File: src/rtl/vram_arbiter.sv
// Three-way arbiter (display > CPU/blitter) for one port of the video SRAM.
// Define VRAM_ARB_ROUND_ROBIN_EN to alternate CPU and blitter; otherwise the CPU has fixed priority.
module vram_arbiter #(
   parameter int D_WIDTH      = 8,
   parameter int A_WIDTH      = 15,
   parameter int STARVE_LIMIT = 15
) (
   input  logic               clk,
   input  logic               rst_async,
   input  logic               disp_req,
   input  logic [A_WIDTH-1:0] disp_addr,
   output logic               disp_gnt,
   output logic               disp_rvalid,
   output logic [D_WIDTH-1:0] disp_rdata,
   input  logic               cpu_req,
   input  logic               cpu_we,
   input  logic [A_WIDTH-1:0] cpu_addr,
   input  logic [D_WIDTH-1:0] cpu_wdata,
   output logic               cpu_gnt,
   output logic               cpu_rvalid,
   output logic [D_WIDTH-1:0] cpu_rdata,
   input  logic               blt_req,
   input  logic               blt_we,
   input  logic [A_WIDTH-1:0] blt_addr,
   input  logic [D_WIDTH-1:0] blt_wdata,
   output logic               blt_gnt,
   output logic               blt_rvalid,
   output logic [D_WIDTH-1:0] blt_rdata,
   output logic [A_WIDTH-1:0] sram_addr,
   output logic               sram_we,
   output logic [D_WIDTH-1:0] sram_wdata,
   input  logic [D_WIDTH-1:0] sram_rdata
);

   localparam logic [1:0] OWN_NONE = 2'd0;
   localparam logic [1:0] OWN_DISP = 2'd1;
   localparam logic [1:0] OWN_CPU  = 2'd2;
   localparam logic [1:0] OWN_BLT  = 2'd3;
   localparam logic [7:0] LIMIT    = 8'(STARVE_LIMIT);

   logic [7:0]         r_starve_cnt;
   logic [1:0]         r_owner;
   logic [D_WIDTH-1:0] r_disp_hold;
   logic [D_WIDTH-1:0] r_cpu_hold;
   logic [D_WIDTH-1:0] r_blt_hold;
   logic               w_other_req;
   logic               w_force;
   logic               w_cpu_pick;
   logic [1:0]         w_owner_nxt;

   assign w_other_req = cpu_req | blt_req;
   assign w_force     = (r_starve_cnt == LIMIT) && w_other_req;

`ifdef VRAM_ARB_ROUND_ROBIN_EN
   // Pointer value 0 prefers the CPU, 1 prefers the blitter.
   logic r_rr_ptr;

   assign w_cpu_pick = cpu_req && (!blt_req || (r_rr_ptr == 1'b0));

   // Round-robin pointer: hand preference to the requester that did not just win.
   always_ff @(posedge clk or posedge rst_async) begin
      if (rst_async) begin
         r_rr_ptr <= 1'b0;
      end else if (cpu_gnt) begin
         r_rr_ptr <= 1'b1;
      end else if (blt_gnt) begin
         r_rr_ptr <= 1'b0;
      end else begin
         r_rr_ptr <= r_rr_ptr;
      end
   end
`else
   assign w_cpu_pick = cpu_req;
`endif

   // Grant selection and SRAM port mux; grants are forced low while in reset.
   always_comb begin
      disp_gnt   = 1'b0;
      cpu_gnt    = 1'b0;
      blt_gnt    = 1'b0;
      sram_addr  = '0;
      sram_we    = 1'b0;
      sram_wdata = '0;
      if (rst_async) begin
         disp_gnt = 1'b0;
      end else if (disp_req && !w_force) begin
         disp_gnt  = 1'b1;
         sram_addr = disp_addr;
      end else if (w_cpu_pick) begin
         cpu_gnt    = 1'b1;
         sram_addr  = cpu_addr;
         sram_we    = cpu_we;
         sram_wdata = cpu_wdata;
      end else if (blt_req) begin
         blt_gnt    = 1'b1;
         sram_addr  = blt_addr;
         sram_we    = blt_we;
         sram_wdata = blt_wdata;
      end else begin
         sram_addr = '0;
      end
   end

   // Owner tag for the read being issued this cycle.
   always_comb begin
      w_owner_nxt = OWN_NONE;
      if (disp_gnt) begin
         w_owner_nxt = OWN_DISP;
      end else if (cpu_gnt && !cpu_we) begin
         w_owner_nxt = OWN_CPU;
      end else if (blt_gnt && !blt_we) begin
         w_owner_nxt = OWN_BLT;
      end else begin
         w_owner_nxt = OWN_NONE;
      end
   end

   // Starvation counter and read-return tag.
   always_ff @(posedge clk or posedge rst_async) begin
      if (rst_async) begin
         r_starve_cnt <= 8'd0;
         r_owner      <= OWN_NONE;
      end else begin
         r_owner <= w_owner_nxt;
         if (cpu_gnt || blt_gnt || !w_other_req) begin
            r_starve_cnt <= 8'd0;
         end else if (disp_gnt && (r_starve_cnt != 8'hFF)) begin
            r_starve_cnt <= r_starve_cnt + 8'd1;
         end else begin
            r_starve_cnt <= r_starve_cnt;
         end
      end
   end

   // Hold registers keep each requester's last returned word between reads.
   always_ff @(posedge clk or posedge rst_async) begin
      if (rst_async) begin
         r_disp_hold <= '0;
         r_cpu_hold  <= '0;
         r_blt_hold  <= '0;
      end else begin
         case (r_owner)
            OWN_DISP: r_disp_hold <= sram_rdata;
            OWN_CPU:  r_cpu_hold  <= sram_rdata;
            OWN_BLT:  r_blt_hold  <= sram_rdata;
            default:  r_disp_hold <= r_disp_hold;
         endcase
      end
   end

   assign disp_rvalid = (r_owner == OWN_DISP);
   assign cpu_rvalid  = (r_owner == OWN_CPU);
   assign blt_rvalid  = (r_owner == OWN_BLT);
   assign disp_rdata  = disp_rvalid ? sram_rdata : r_disp_hold;
   assign cpu_rdata   = cpu_rvalid  ? sram_rdata : r_cpu_hold;
   assign blt_rdata   = blt_rvalid  ? sram_rdata : r_blt_hold;

endmodule

File: config.mk
export PLATFORM = sky130hd
export DESIGN_NAME = vram_arbiter
export DESIGN_NICKNAME = d
export VERILOG_FILES = /design/src/rtl/vram_arbiter.sv
export SDC_FILE = /design/constraint.sdc
export NUM_CORES = 1
export LEC_CHECK = 0
export CORE_MARGIN = 1
export CORE_UTILIZATION = 35
export DETAILED_ROUTE_END_ITERATION = 12
export DONT_BUFFER_PORTS = 1
export GPL_TIMING_DRIVEN = 0
export PLACE_DENSITY = 0.52
export SKIP_LAST_GASP = 1
export SYNTH_ARGS = -nofsm -noshare
export SYNTH_HDL_FRONTEND = slang
export SYNTH_SLANG_ARGS = --single-unit
export TNS_END_PERCENT = 10
File: constraint.sdc
create_clock -name clk -period 4.05 [get_ports clk]
set_clock_uncertainty 0.15 [all_clocks]
set_input_delay 0.81 -clock clk [delete_from_list [all_inputs] [get_ports clk]]
set_output_delay 0.81 -clock clk [all_outputs]
set_load 0.02 [all_outputs]
# Word-level counts from Yosys, hierarchy flattened
# Cells that the tools add are included.
[totals] reg_bits=34 latch_bits=0 mem_bits_rw=0 mem_bits_ro=0 inputBits=76 word_cells=53 memories=0
[classes] add_sub_neg=1 n_mul=0 n_div=0 n_lt_le_gt_ge=0 n_eq_ne=5 shifts=0 muxes=29 n_bitwise=1 n_reduce_logical=12
[op_table] cell="8-bit two-way mux" n=9
[op_table] cell="15-bit two-way mux" n=4
[op_table] cell="1-bit two-way mux" n=13
[op_table] cell="8-bit by 1-bit adder with 8-bit output, second input constant" n=1
[op_table] cell="8-bit by 4-bit == test with 1-bit output, second input constant" n=1
[op_table] cell="8-bit inequality test, second input constant" n=1
[op_table] cell="2-bit two-way mux" n=3
[op_table] cell="1-bit logical AND" n=5
[op_table] cell="2-bit == test, second input constant" n=2
[op_table] cell="1-bit logical NOT" n=4
[op_table] cell="2-bit by 1-bit == test with 1-bit output, second input constant" n=1
[op_table] cell="1-bit logical OR" n=2
[op_table] cell="2-bit nonzero test" n=1
[op_table] cell="1-bit bitwise OR" n=1

# Longest topological paths before layout
[depth] word_depth=10 mapped_depth=7 ltp_nobuf=6

# Least setup slack after synthesis
# OpenSTA, ideal clock, no wires.
[synth_path] kind="in2out" startpoint="in rst_async" endpoint="out sram_addr[10]" t_arrival_ns=1.968 required_ns=3.090 path_slack_ns=1.122 stages=6 path_cell_list="and4b_1 > o2bb2ai_1 > nand2_1 > inv_2 > clkbuf_1 > a221o_1"
[synth_via] elab_chain_len=1
[synth_lines] item="from (decl)" line="9" text="input logic rst_async,"
[synth_lines] item="15-bit two-way mux" line="84" text="if (rst_async) begin"
[synth_lines] item="to (decl)" line="29" text="output logic [A_WIDTH-1:0] sram_addr,"
# Every way passes these cells.

# Worst setup path after layout
[layout_path] startpoint="reg r_starve_cnt[5]" endpoint="out sram_addr[7]"
[layout_via] elab_chain_len=6
[layout_lines] item="from (decl)" line="41" text="logic [7:0] r_starve_cnt;"
[layout_lines] item="from (signal assigned)" line="128" text="r_starve_cnt <= r_starve_cnt + 8'd1;"
[layout_lines] item="from (signal assigned)" line="130" text="r_starve_cnt <= r_starve_cnt;"
[layout_lines] item="8-bit by 4-bit == test with 1-bit output" line="52" text="assign w_force = (r_starve_cnt == LIMIT) && w_other_req;"
[layout_lines] item="1-bit logical AND" line="52"
[layout_lines] item="1-bit logical NOT" line="86" text="end else if (disp_req && !w_force) begin"
[layout_lines] item="1-bit logical AND" line="86"
[layout_lines] item="15-bit two-way mux" line="86"
[layout_lines] item="15-bit two-way mux" line="84"
# Every way passes these cells.

==> results.sh <==
export IMPL_status="finished, final reports clean"
export IMPL_coreArea_um2=5110
export IMPL_finalNetCount=250
export IMPL_yosysSeqAreaShare_pct=45.8
export IMPL_post_cts_setup_buffers=0
export IMPL_worstSetupPathType="register to output port"
export IMPL_drv_cap=0
export IMPL_initial_utilization_pct=36.4
export IMPL_synth_distinct_cells=37
export IMPL_ir_drop_mv=0.184
export IMPL_cp_max_fo=10
export IMPL_max_slew_margin_rel_pct=49.2
export IMPL_synth_nets=242
export IMPL_holdBufCountCts=0
export IMPL_drt_iter0_markers=36
export IMPL_firstDrtPassIters=4
export IMPL_synthCells=165
export IMPL_grt_max_degree=35
export IMPL_finalSetupViolCount=0
export IMPL_grt_pass1_vias=1299
export IMPL_rsz0062_at_grt="false"
export IMPL_worstMarginPinSlew_ns=0.763
export IMPL_cp_end_kind="output port"
export IMPL_final_cell_area_um2=2070
export IMPL_drt_total_wl_um=4320
export IMPL_vias=1393
export IMPL_ant_nets=0
export IMPL_drt_vias_per_instance=5.71
export IMPL_clockBufferDepth=2
export IMPL_grt_overflow_total=0
export IMPL_worstHoldPathType="input pin to async pin"
export IMPL_clk_pin_slew_ns=0.07
export IMPL_wl_per_cell_um=17.7
export IMPL_hold_violations=0
export IMPL_cts_root_buf="clkbuf_8"
export IMPL_route_detailed_drc=0
export IMPL_finalSetupTns_ns=0
export IMPL_antenna_cells=0
export IMPL_clock_fmax_mhz=298
export IMPL_ctsHtreeMaxLevel=2
export IMPL_clock_sinks=34
export IMPL_cp_start_kind="register"
export IMPL_fin_crit_ns=3.36
export IMPL_dp_final_hpwl_um=3340
export IMPL_cts_tree="yes"
export IMPL_cts_buffers=5
export IMPL_p_leak_nw=0.859
export IMPL_yosys_warnings=0
export IMPL_syn_to_final_growth_pct=11.3
export IMPL_cts_resized=0
export IMPL_port_buffers=0
export IMPL_placed_area_um2=1940
export IMPL_synth_edf_count=0
export IMPL_layout_drive_gt1_share_pct=25.3
export IMPL_clock_latency_ns=0.28
export IMPL_synthArstFlopShare_pct=100
export IMPL_grt_antenna_before_repair=0
export IMPL_syn_area_um2=1860
export IMPL_arrival_ns=2.40
export IMPL_ios=130
export IMPL_fp_row_count=26
export IMPL_syn_area_per_cell_um2=11.3
export IMPL_die_w_um=74.8
export IMPL_maxSlewViolCount=0
export IMPL_fin_crit_sh_pct=82.9
export IMPL_die_h_um=74.8
export IMPL_postSynthRegisterBits=34
export IMPL_gr_usage_all_layers_pct=14.8
export IMPL_critPathRequiredTime_ns=3.09
export IMPL_ys_flop_type="dfrtp_1"
export IMPL_nFillCells=494
export IMPL_dieArea_um2=5600
export IMPL_gp_congestion=0.761
export IMPL_grt_pass1_wl_um=6110
export IMPL_powerDensity_nw_per_um2=440
[final cells by class]
| class | instances | area (um2) | share of cell area, % |
|---|---|---|---|
| plain buffers | 8 | 42.5 | 2.06 |
| clock buffers | 6 | 82.6 | 4.00 |
| clock inverters | 2 | 12.5 | 0.605 |
| inverters | 7 | 26.3 | 1.27 |
| multi-input cells | 116 | 937 | 45.3 |
| flip-flops and latches | 34 | 851 | 41.2 |
| well taps | 70 | 87.6 | 4.24 |
| repair buffers | 1 | 27.5 | 1.33 |
[sequential cells by signal (all words and copies together), names as in the netlist]
register / flops
r_blt_hold: 8
r_cpu_hold: 8
r_disp_hold: 8
r_starve_cnt: 8
r_owner: 2
[critical path, cell delays in order (launching register included)]
cell,delay [ns]
dfrtp_1,0.43
nor4_1,0.50
o2bb2ai_1,0.20
nand2_1,0.13
inv_2,0.13
clkbuf_1,0.36
a221o_1,0.36
[power breakdown]
part           total [W]  switching (W)  internal [W]
Clock           0.000252       0.000116      0.000136
Combinational   0.000243       0.000170     0.0000733
Sequential      0.000414      0.0000152      0.000399
[through the flow]
stage / setup slack [ns] / hold slack (ns) / util [%] / std cells / power, W
6_report: 0.694 / 0.284 / 40.5 / 244 / 0.000909
5_1_grt: 0.490 / 0.293 / 40.5 / 244 / 0.000966
4_1_cts: 0.709 / 0.397 / 39.9 / 243 / 0.000925
3_5_place_dp: 0.909 / 0.395 / 38.1 / 235 / 0.000665
3_3_place_gp: 0.963 / 0.389 / 38.1 / 235 / 0.000655
2_1_floorplan: 1.12 / 0.348 / - / 165 / 0.000630
[worst paths after layout]
check                                startpoint               to  slack (ns)  cells past startpoint
worst min-delay path                  rst_async  r_starve_cnt[2]        0.28                      1
max in group asynchronous             rst_async   r_disp_hold[3]        3.01                      2
worst min register to register  r_starve_cnt[2]  r_starve_cnt[2]        0.41                      1
min in group clk                r_starve_cnt[2]  r_starve_cnt[2]        0.41                      1
worst max-delay path            r_starve_cnt[5]     sram_addr[7]        0.69                      6
worst max register to register  r_starve_cnt[0]  r_starve_cnt[6]        1.98                      5
[metal layers]
metal / vias up / track usage, % / wire length [um]
met5: - / 0 / 0
met4: 0 / 4.19 / 42
met3: 7 / 6.29 / 270
met2: 57 / 24.2 / 2240
met1: 685 / 17.9 / 1760
li1: 644 / - / -
[synthesized netlist by cell type, types with 2 or more instances]
| cell type | number | area share [%] |
|---|---|---|
| clkbuf_1 | 3 | 0.61 |
| or3_1 | 3 | 1.0 |
| nand2_1 | 6 | 1.2 |
| nor2b_1 | 2 | 0.67 |
| o21ai_0 | 6 | 1.6 |
| nand3_1 | 2 | 0.54 |
| nand3b_1 | 2 | 0.81 |
| buf_2 | 4 | 1.1 |
| mux2_2 | 24 | 15 |
| inv_2 | 3 | 0.61 |
| and2_0 | 15 | 5.1 |
| nand4_1 | 2 | 0.67 |
| a22o_1 | 9 | 4.2 |
| inv_1 | 4 | 0.81 |
| nor2_1 | 4 | 0.81 |
| or4_1 | 2 | 0.81 |
| a221o_1 | 15 | 8.1 |
| dfrtp_1 | 34 | 46 |
| a21oi_1 | 6 | 1.6 |
| o22ai_1 | 2 | 0.67 |
[cells in the final DEF, fill, tap and decap left out, types with 2 or more instances in the layout]
cell and count:
nor2b_1 2, a221o_1 15, or4_1 2, a22o_1 9, a21oi_1 6, buf_2 4, clkbuf_8 6, or3_1 3
and2_0 15, dfrtp_1 34, o22ai_1 2, nand3b_1 2, nand2_1 6, inv_2 3, mux2_2 24, o21ai_0 6
nand3_1 2, nor2_1 4, inv_1 3, clkbuf_1 3, nand4_1 2
[logic make-up (layout without fill, tap and decap cells)]
kind of cell / count (synthesis) / in the layout / synth area share, %
AO/OA/AOI/OAI: 45 / 45 / 20.0
AND/OR/NAND/NOR: 45 / 45 / 14.7
flip-flops: 34 / 34 / 45.8
multiplexers: 25 / 25 / 15.1
buffers and inverters: 15 / 24 / 3.71
adder cells (fa/ha/maj): 1 / 1 / 0.674
(Power assumes the default switching activity.)
